## src/rtl/aes_sbox_lane_pipe.sv

```systemverilog
// Elastic AES SubBytes datapath: LANES byte lanes of forward/inverse S-box
// followed by STAGES valid/ready register stages. The mode bit rides with
// each beat, so mixed encrypt/decrypt traffic can share the pipe in order.

// One byte lane: forward or inverse S-box, built from a GF(2^8) inverter
// and the two affine maps. The inverter is shared between both modes.
module aes_sbox_lane (
  input  logic       inv_i,
  input  logic [7:0] byte_i,
  output logic [7:0] byte_o
);

  // GF(2^8) multiply modulo x^8+x^4+x^3+x+1 (0x11B)
  function automatic logic [7:0] gf_mul(input logic [7:0] a, input logic [7:0] b);
    logic [7:0] p;
    logic [7:0] aa;
    p  = '0;
    aa = a;
    for (int i = 0; i < 8; i++) begin
      if (b[i]) p = p ^ aa;
      aa = {aa[6:0], 1'b0} ^ (aa[7] ? 8'h1B : 8'h00);
    end
    return p;
  endfunction

  // a^-1 = a^254 = a^(2+4+...+128); a=0 yields 0 with no special case
  function automatic logic [7:0] gf_inv(input logic [7:0] a);
    logic [7:0] r;
    logic [7:0] sq;
    r  = 8'h01;
    sq = a;
    for (int i = 1; i < 8; i++) begin
      sq = gf_mul(sq, sq);
      r  = gf_mul(r, sq);
    end
    return r;
  endfunction

  // Forward affine map, constant 0x63
  function automatic logic [7:0] aff_fwd(input logic [7:0] b);
    logic [7:0] r;
    logic [7:0] c;
    c = 8'h63;
    for (int i = 0; i < 8; i++)
      r[i] = b[i] ^ b[(i + 4) % 8] ^ b[(i + 5) % 8] ^ b[(i + 6) % 8]
           ^ b[(i + 7) % 8] ^ c[i];
    return r;
  endfunction

  // Inverse affine map, constant 0x05
  function automatic logic [7:0] aff_inv(input logic [7:0] b);
    logic [7:0] r;
    logic [7:0] d;
    d = 8'h05;
    for (int i = 0; i < 8; i++)
      r[i] = b[(i + 2) % 8] ^ b[(i + 5) % 8] ^ b[(i + 7) % 8] ^ d[i];
    return r;
  endfunction

  logic [7:0] inv_in;
  logic [7:0] inv_out;

  // Forward: A(x^-1). Inverse: (A^-1(x))^-1. Mux around one inverter.
  always_comb begin
    inv_in  = inv_i ? aff_inv(byte_i) : byte_i;
    inv_out = gf_inv(inv_in);
    byte_o  = inv_i ? inv_out : aff_fwd(inv_out);
  end

endmodule

module aes_sbox_lane_pipe #(
  parameter int LANES  = 4,
  parameter int STAGES = 2
) (
  input  logic               clk,
  input  logic               rst,
  input  logic               in_valid,
  output logic               in_ready,
  input  logic [8*LANES-1:0] in_data,
  input  logic               in_inv,
  output logic               out_valid,
  input  logic               out_ready,
  output logic [8*LANES-1:0] out_data,
  output logic               out_inv,
  output logic               busy
);

  typedef logic [LANES-1:0][7:0] beat_t;

  beat_t in_lanes;
  beat_t sub_w;

  assign in_lanes = in_data;

  // S-box lanes sit in front of the first register; later stages only delay
  for (genvar k = 0; k < LANES; k++) begin : g_lane
    aes_sbox_lane u_lane (
      .inv_i  (in_inv),
      .byte_i (in_lanes[k]),
      .byte_o (sub_w[k])
    );
  end

  // Register k holds stage k+1; register STAGES-1 drives the outputs
  logic  [STAGES-1:0] vld_q;
  logic  [STAGES-1:0] vld_d;
  logic  [STAGES-1:0] inv_q;
  beat_t [STAGES-1:0] dat_q;

  // Position 0 is the input port, positions 1..STAGES are the stages
  logic  [STAGES:0] vld_pipe;
  logic  [STAGES:0] inv_pipe;
  logic  [STAGES:0] mv;
  beat_t [STAGES:0] dat_pipe;

  assign vld_pipe = {vld_q, in_valid};
  assign inv_pipe = {inv_q, in_inv};
  assign dat_pipe = {dat_q, sub_w};

  // mv[s]: content at position s moves downstream this cycle; mv[0] is accept
  always_comb begin
    mv         = '0;
    mv[STAGES] = vld_pipe[STAGES] & out_ready;
    for (int s = STAGES - 1; s >= 0; s--)
      mv[s] = vld_pipe[s] & (~vld_pipe[s+1] | mv[s+1]);
  end

  // A stage stays full unless it drains without a refill
  always_comb begin
    vld_d = '0;
    for (int k = 0; k < STAGES; k++)
      vld_d[k] = mv[k] | (vld_q[k] & ~mv[k+1]);
  end

  // Stage registers; data/mode load only when a beat actually moves in
  always_ff @(posedge clk) begin
    if (rst) begin
      vld_q <= '0;
      inv_q <= '0;
      dat_q <= '0;
    end else begin
      vld_q <= vld_d;
      for (int k = 0; k < STAGES; k++) begin
        if (mv[k]) begin
          dat_q[k] <= dat_pipe[k];
          inv_q[k] <= inv_pipe[k];
        end
      end
    end
  end

  assign in_ready  = ~vld_pipe[1] | mv[1];
  assign out_valid = vld_q[STAGES-1];
  assign out_data  = dat_q[STAGES-1];
  assign out_inv   = inv_q[STAGES-1];
  assign busy      = |vld_q;

endmodule

```

## config.mk

```make
export PLATFORM = sky130hd
export DESIGN_NAME = aes_sbox_lane_pipe
export DESIGN_NICKNAME = d
export VERILOG_FILES = /design/src/rtl/aes_sbox_lane_pipe.sv
export SDC_FILE = /design/constraint.sdc
export NUM_CORES = 2
export LEC_CHECK = 0
export CAP_MARGIN = 20
export CORE_MARGIN = 5
export CORE_UTILIZATION = 30
export DETAILED_ROUTE_END_ITERATION = 10
export PLACE_DENSITY = 0.51
export RECOVER_POWER = 100
export SLEW_MARGIN = 20
export SYNTH_ARGS = -nofsm -noshare
export SYNTH_HDL_FRONTEND = slang
export SYNTH_SLANG_ARGS = --single-unit
```

## constraint.sdc

```tcl
create_clock -name clk -period 51 [get_ports clk]
set_input_delay 7.65 -clock clk [delete_from_list [all_inputs] [get_ports clk]]
set_output_delay 7.65 -clock clk [all_outputs]
set_load 0.05 [all_outputs]
```

; Yosys cells after proc, flatten, opt, wreduce, memory -nomap -nowiden
; Index checks and enable logic that the tools add are counted.
[totals]
ramBits = 0
register_bits = 68
out_inout_bits = 36
mem_count = 0
latch_bits = 0
inputBits = 37
mem_bits_ro = 0
wordCells = 1801
[classes]
reduce_logical = 1
n_shift = 0
addsub = 0
magnitude_cmp = 0
mux = 820
n_mul = 0
bitwise_logic = 969
n_eq_ne = 0
div = 0
[ops]
columns = op, n
row1 = XOR 8 bit, 728
row2 = 2-to-1 mux 8 bit, 428
row3 = 2-to-1 mux 5 bit, 368
row4 = XOR 1 bit, 176
row5 = 2-to-1 mux 7 bit, 4
row6 = NOT 1 bit, 28
row7 = NOT 1 bit (first input constant), 28
row8 = 2-to-1 mux 6 bit, 4
row9 = 2-to-1 mux 4 bit, 4
row10 = 2-to-1 mux 3 bit, 4
row11 = 2-to-1 mux 2 bit, 4
row12 = AND 1 bit, 5
row13 = 2-to-1 mux 1 bit, 4
row14 = OR 1 bit, 4
row15 = OR reduction 2 bit, 1

; Logic depth before layout (Yosys ltp)
[depth]
ltp_word = 137
mapped_depth = 76
ltp_nobuf = 63

; Cells and area by module
; A second synthesis with hierarchy kept.
[unflattened]
cells_unflattened = 8857
area_unflattened_um2 = 65464.0
[modules_own_cells]
columns = module, area_each_um2, seq_area_each_um2, n_inst, cells_per_inst
row1 = aes_sbox_lane, 15593.7, 0.0, 4, 2130
row2 = aes_sbox_lane_pipe, 3089.2, 1361.3, 1, 337

; Least setup slack after synthesis
; No wires, ideal clock.
[synth_timing]
path_type = input port to flip-flop
from = input port in_data[21]
to = register dat_q, in the netlist dat_pipe[52]
t_required_ns = 50.872
path_slack_ns = 26.975
setup_ns = 0.128
cell_stages = 73
arrival_time_ns = 23.897
path_buffers = 13
path_cell_list = buf_2 > xnor3_1 > a21oi_1 > inv_2 > ha_1 > clkbuf_1 > xnor2_1 > mux2i_1 > xnor3_1 > inv_2 > buf_4 > clkbuf_1 > ha_1 > clkbuf_1 > nand2_1 > xnor2_1 > nand2_1 > nand2_1 > (+37 left out) > or3_1 > buf_2 > a21oi_1 > xor2_1 > mux2i_1 > a221oi_1 > xnor2_2 > clkbuf_1 > o221ai_1 > a221o_1 > xnor2_1 > xnor2_1 > xnor2_2 > xor2_1 > xnor2_1 > nor2_1 > xor2_1 > o21ai_1
[synth_between]
elab_chain_cells = 133
word_cells_on_any_way = 395
[synth_rtl]
columns = element, line_no
row1 = start: declaration, 80  ; input logic [8*LANES-1:0] in_data,
row2 = XOR 1 bit (2 in a row), 56  ; r[i] = b[(i + 2) % 8] ^ b[(i + 5) % 8] ^ b[(i + 7) % 8] ^ d[i];
row3 = NOT 1 bit (no source line), -
row4 = 2-to-1 mux 8 bit (*), 65  ; inv_in = inv_i ? aff_inv(byte_i) : byte_i;
row5 = 2-to-1 mux 8 bit, 20  ; if (b[i]) p = p ^ aa;
row6 = XOR 8 bit, 20
row7 = 2-to-1 mux 8 bit, 20
row8 = XOR 8 bit, 20
row9 = 2-to-1 mux 8 bit, 20
row10 = (+114 left out), -
row11 = 2-to-1 mux 8 bit, 20
row12 = XOR 8 bit, 20
row13 = 2-to-1 mux 8 bit, 20
row14 = XOR 8 bit, 20
row15 = 2-to-1 mux 8 bit (*), 20
row16 = XOR 1 bit (3 in a row), 45  ; r[i] = b[i] ^ b[(i + 4) % 8] ^ b[(i + 5) % 8] ^ b[(i + 6) % 8]
row17 = XOR 1 bit, 46  ; ^ b[(i + 7) % 8] ^ c[i];
row18 = 2-to-1 mux 8 bit (*), 67  ; byte_o = inv_i ? inv_out : aff_fwd(inv_out);
row19 = end signal: indexed assignment, 146  ; dat_q[k] <= dat_pipe[k];
row20 = end: declaration, 109  ; beat_t [STAGES-1:0] dat_q;
; Mark *: on every way between the ends. The rest lies on a longest branch, timed or not.
; A chain may end at the register's enable or synchronous reset.

; Worst setup path in the final report
[layout_timing]
from = input port in_inv
to = register dat_q, in the netlist dat_pipe[57]
[layout_between]
elab_chain_cells = 131
word_cells_on_any_way = 392
[layout_rtl]
columns = element, line_no
row1 = start: declaration, 81  ; input logic in_inv,
row2 = 2-to-1 mux 8 bit, 65
row3 = "2-to-1 mux 5 bit, or another cell as far along", 21  ; aa = {aa[6:0], 1'b0} ^ (aa[7] ? 8'h1B : 8'h00);
row4 = "XOR 8 bit, on equally long branches", "21, 20"
row5 = XOR 8 bit / 2-to-1 mux 8 bit (equally long branches), 20
row6 = 2-to-1 mux 8 bit / XOR 8 bit (equally long branches), 20
row7 = XOR 8 bit / 2-to-1 mux 8 bit (equally long branches), 20
row8 = 2-to-1 mux 8 bit / XOR 8 bit (equally long branches), 20
row9 = XOR 8 bit / 2-to-1 mux 8 bit (equally long branches), 20
row10 = (+113 left out), -
row11 = XOR 8 bit, 20
row12 = 2-to-1 mux 8 bit, 20
row13 = XOR 8 bit, 20
row14 = 2-to-1 mux 8 bit, 20
row15 = XOR 1 bit (3 in a row), 45
row16 = XOR 1 bit, 46
row17 = NOT 1 bit (no source line), -
row18 = 2-to-1 mux 8 bit (*), 67
; Marked as above.

==> results.sh <==
export IMPL_ios=73
export IMPL_drv_slew=268
export IMPL_wl_mm=208
export IMPL_worstHoldEndpoint="out_data[3]"
export IMPL_synth_most_common_cell="xnor2_1"
export IMPL_initial_utilization_pct=30.0
export IMPL_synth_ff_type="dfxtp_1"
export IMPL_worst_pin_slew_ns=4.56
export IMPL_synth_cells=8981
export IMPL_max_slew_margin_pct=-204
export IMPL_drt_iter0_drc=4777
export IMPL_core_area_um2=222000
export IMPL_syn_nets=9046
export IMPL_grt_usage_pct=17.0
export IMPL_nNetsFinal=8712
export IMPL_clk_pin_slew_ns=0.05
export IMPL_insertion_delay_ns=0.33
export IMPL_post_route_util_pct=31.9
export IMPL_r2r_slack_ns=48.85
export IMPL_die_x_um=481
export IMPL_synth_largest_area_cell="xnor2_1"
export IMPL_synthArstFlopShare_pct=0
export IMPL_port_buffers=72
export IMPL_synth_edff_count=0
export IMPL_drc=0
export IMPL_synthToLayoutAreaGrowth_pct=6.15
export IMPL_grt_start_max_net_pins=77
export IMPL_required_ns=51.20
export IMPL_via_per_inst=5.47
export IMPL_drive_gt1_share_pct=9.04
export IMPL_fmax_ghz=0.0277
export IMPL_seq_area_frac_synth_pct=2.04
export IMPL_cap_violations=7
export IMPL_cp_start_kind="primary input"
export IMPL_crit_path_end_kind="flop"
export IMPL_cts_setup_buffers=0
export IMPL_n_fill_cell=23600
export IMPL_cts_sinks=68
export IMPL_syn_avg_cell_area_um2=7.42
export IMPL_first_pass_iters=8
export IMPL_ys_ff_latch=68
export IMPL_synth_top_area_share_pct=19.8
export IMPL_status="complete, but fails checks"
export IMPL_setup_viol=0
export IMPL_ant_nets=0
export IMPL_hold_buffers=0
export IMPL_root_buffer="clkbuf_16"
export IMPL_synth_cell_area_um2=66600
export IMPL_yosys_warnings=0
export IMPL_wl_per_cell_um=17.9
export IMPL_arrival_ns=36.24
export IMPL_reg2regPathDepth=5
export IMPL_cpPeakStageDelay_ns=3.14
export IMPL_hold_class="reg -> reg"
export IMPL_fin_crit_sh_pct=70.7
export IMPL_place_congestion=0.851
export IMPL_hpwl_mm=149
export IMPL_final_area_um2=70700
export IMPL_clock_path_buffers=2
export IMPL_dp_cells=11600
export IMPL_critical_path_class="in -> reg"
export IMPL_cp_max_fo=76
export IMPL_grt_pass1_vias=61300
export IMPL_min_delay_start="out_data[3]"
export IMPL_overflow=0
export IMPL_hold_viol_final=0
export IMPL_tritoncts_num_buffers=9
export IMPL_finClkSkew_ns=0.00512
export IMPL_antenna_found_initial=0
export IMPL_insertedDiodeCount=0
export IMPL_htreeDepth=3
export IMPL_route_vias_total=63600
export IMPL_hold_depth=2
export IMPL_cpMostUsedCell="xnor2_1"
export IMPL_synth_cell_type_count=139
export IMPL_violations="capacitance limit, slew limit"
export IMPL_die_y_um=481
export IMPL_num_rows=173
export IMPL_cts_repair_resized=0
export IMPL_r2r_end="dat_pipe[35]"
export IMPL_worstReg2RegStart="vld_q[1]"
export IMPL_placed_cell_area_um2=70400
export IMPL_instances_no_fill=11600
export IMPL_die_area_um2=232000
export IMPL_yosys_top_cells_count="xnor2_1, nor2_1, nand2_1"
export IMPL_setup_tns_ns=0
export IMPL_cts_tree="yes"
export IMPL_synthTopCellsByArea="xnor2_1, xnor3_1, nor2_1"
export IMPL_grt_pass1_wl_mm=336
export IMPL_crit_path_top_delay_cell="clkbuf_1"
export IMPL_rsz0062_at_grt="false"
export IMPL_fin_crit_ns=36.04
## worst max path at each step
stage / start / slack [ns] / cells past startpoint / endpoint
3_3_place_gp: in_inv / 22.26 / 65 / dat_pipe[52]
6_report: in_inv / 14.96 / 61 / dat_pipe[57]
4_1_cts: in_inv / 22.21 / 65 / dat_pipe[52]
5_1_grt: in_inv / 12.55 / 61 / dat_pipe[57]
2_1_floorplan: in_data[21] / 26.97 / 73 / dat_pipe[52]
3_5_place_dp: in_inv / 21.89 / 65 / dat_pipe[52]
## flip-flops by register name, indices dropped and copies added (netlist names)
signal and cells:
out_data 32, dat_pipe 32, vld_q 2, inv_q 2
## critical path: cells and delay by family
| kind | cells | cell delay [ns] |
|---|---|---|
| AOI/OAI and AO/OA | 15 | 5.10 |
| buffers and inverters | 8 | 8.06 |
| muxes | 5 | 1.42 |
| xor gates and xnor gates | 17 | 9.27 |
| adders and majority gates | 4 | 2.06 |
| and+or+nand+nor | 12 | 2.61 |
## cells in the final DEF, fill, tap and decap left out, types with 94 or more instances in the layout
master	count
a211oi_1	94
a21oi_1	496
buf_4	264
mux2i_1	250
nand2_1	870
nand3_1	279
nor2_1	1221
nor3_1	287
o211ai_1	104
o21ai_0	400
o22ai_1	110
xnor2_1	1450
xnor2_2	169
xnor3_1	322
xor2_1	376
## layer usage
layer | wire length [um] | global-route usage [%]
met4 | 3420 | 3.14
met5 | 0 | 0
met3 | 7750 | 0.591
met2 | 103000 | 30.7
met1 | 93500 | 22.7
## cell type report
type                            count  area (um^2)  area share [%]
Inverter                          103          387           0.547
Tap cell                         2975         3720            5.27
Sequential cell                    68         1360            1.93
Timing Repair Buffer              341         2720            3.85
Multi-Input combinational cell   8124        62200            87.9
Clock inverter                      4         97.6           0.138
Clock buffer                       12          236           0.335
## logic make-up (layout without fill, tap and decap cells)
kind of cell	after synthesis	in the layout	share of synthesized area [%]
muxes	321	321	5.14
and+or+nand+nor	3231	3231	21.9
AOI/OAI and AO/OA	2041	2041	20.4
adders and majority gates	29	29	0.541
xor gates and xnor gates	2502	2502	44.5
buffers and inverters	789	460	5.39
DFF	68	68	2.04
## per-stage QoR
step           setup slack (ns)  hold slack [ns]
2_1_floorplan             26.97            0.425
3_3_place_gp              22.26            0.442
3_5_place_dp              21.89            0.443
4_1_cts                   22.21            0.451
5_1_grt                   12.55            0.476
6_report                  14.96            0.450
Power is not shown: default switching activity piles up to over one toggle a cycle in this logic, so the estimate is an artifact.
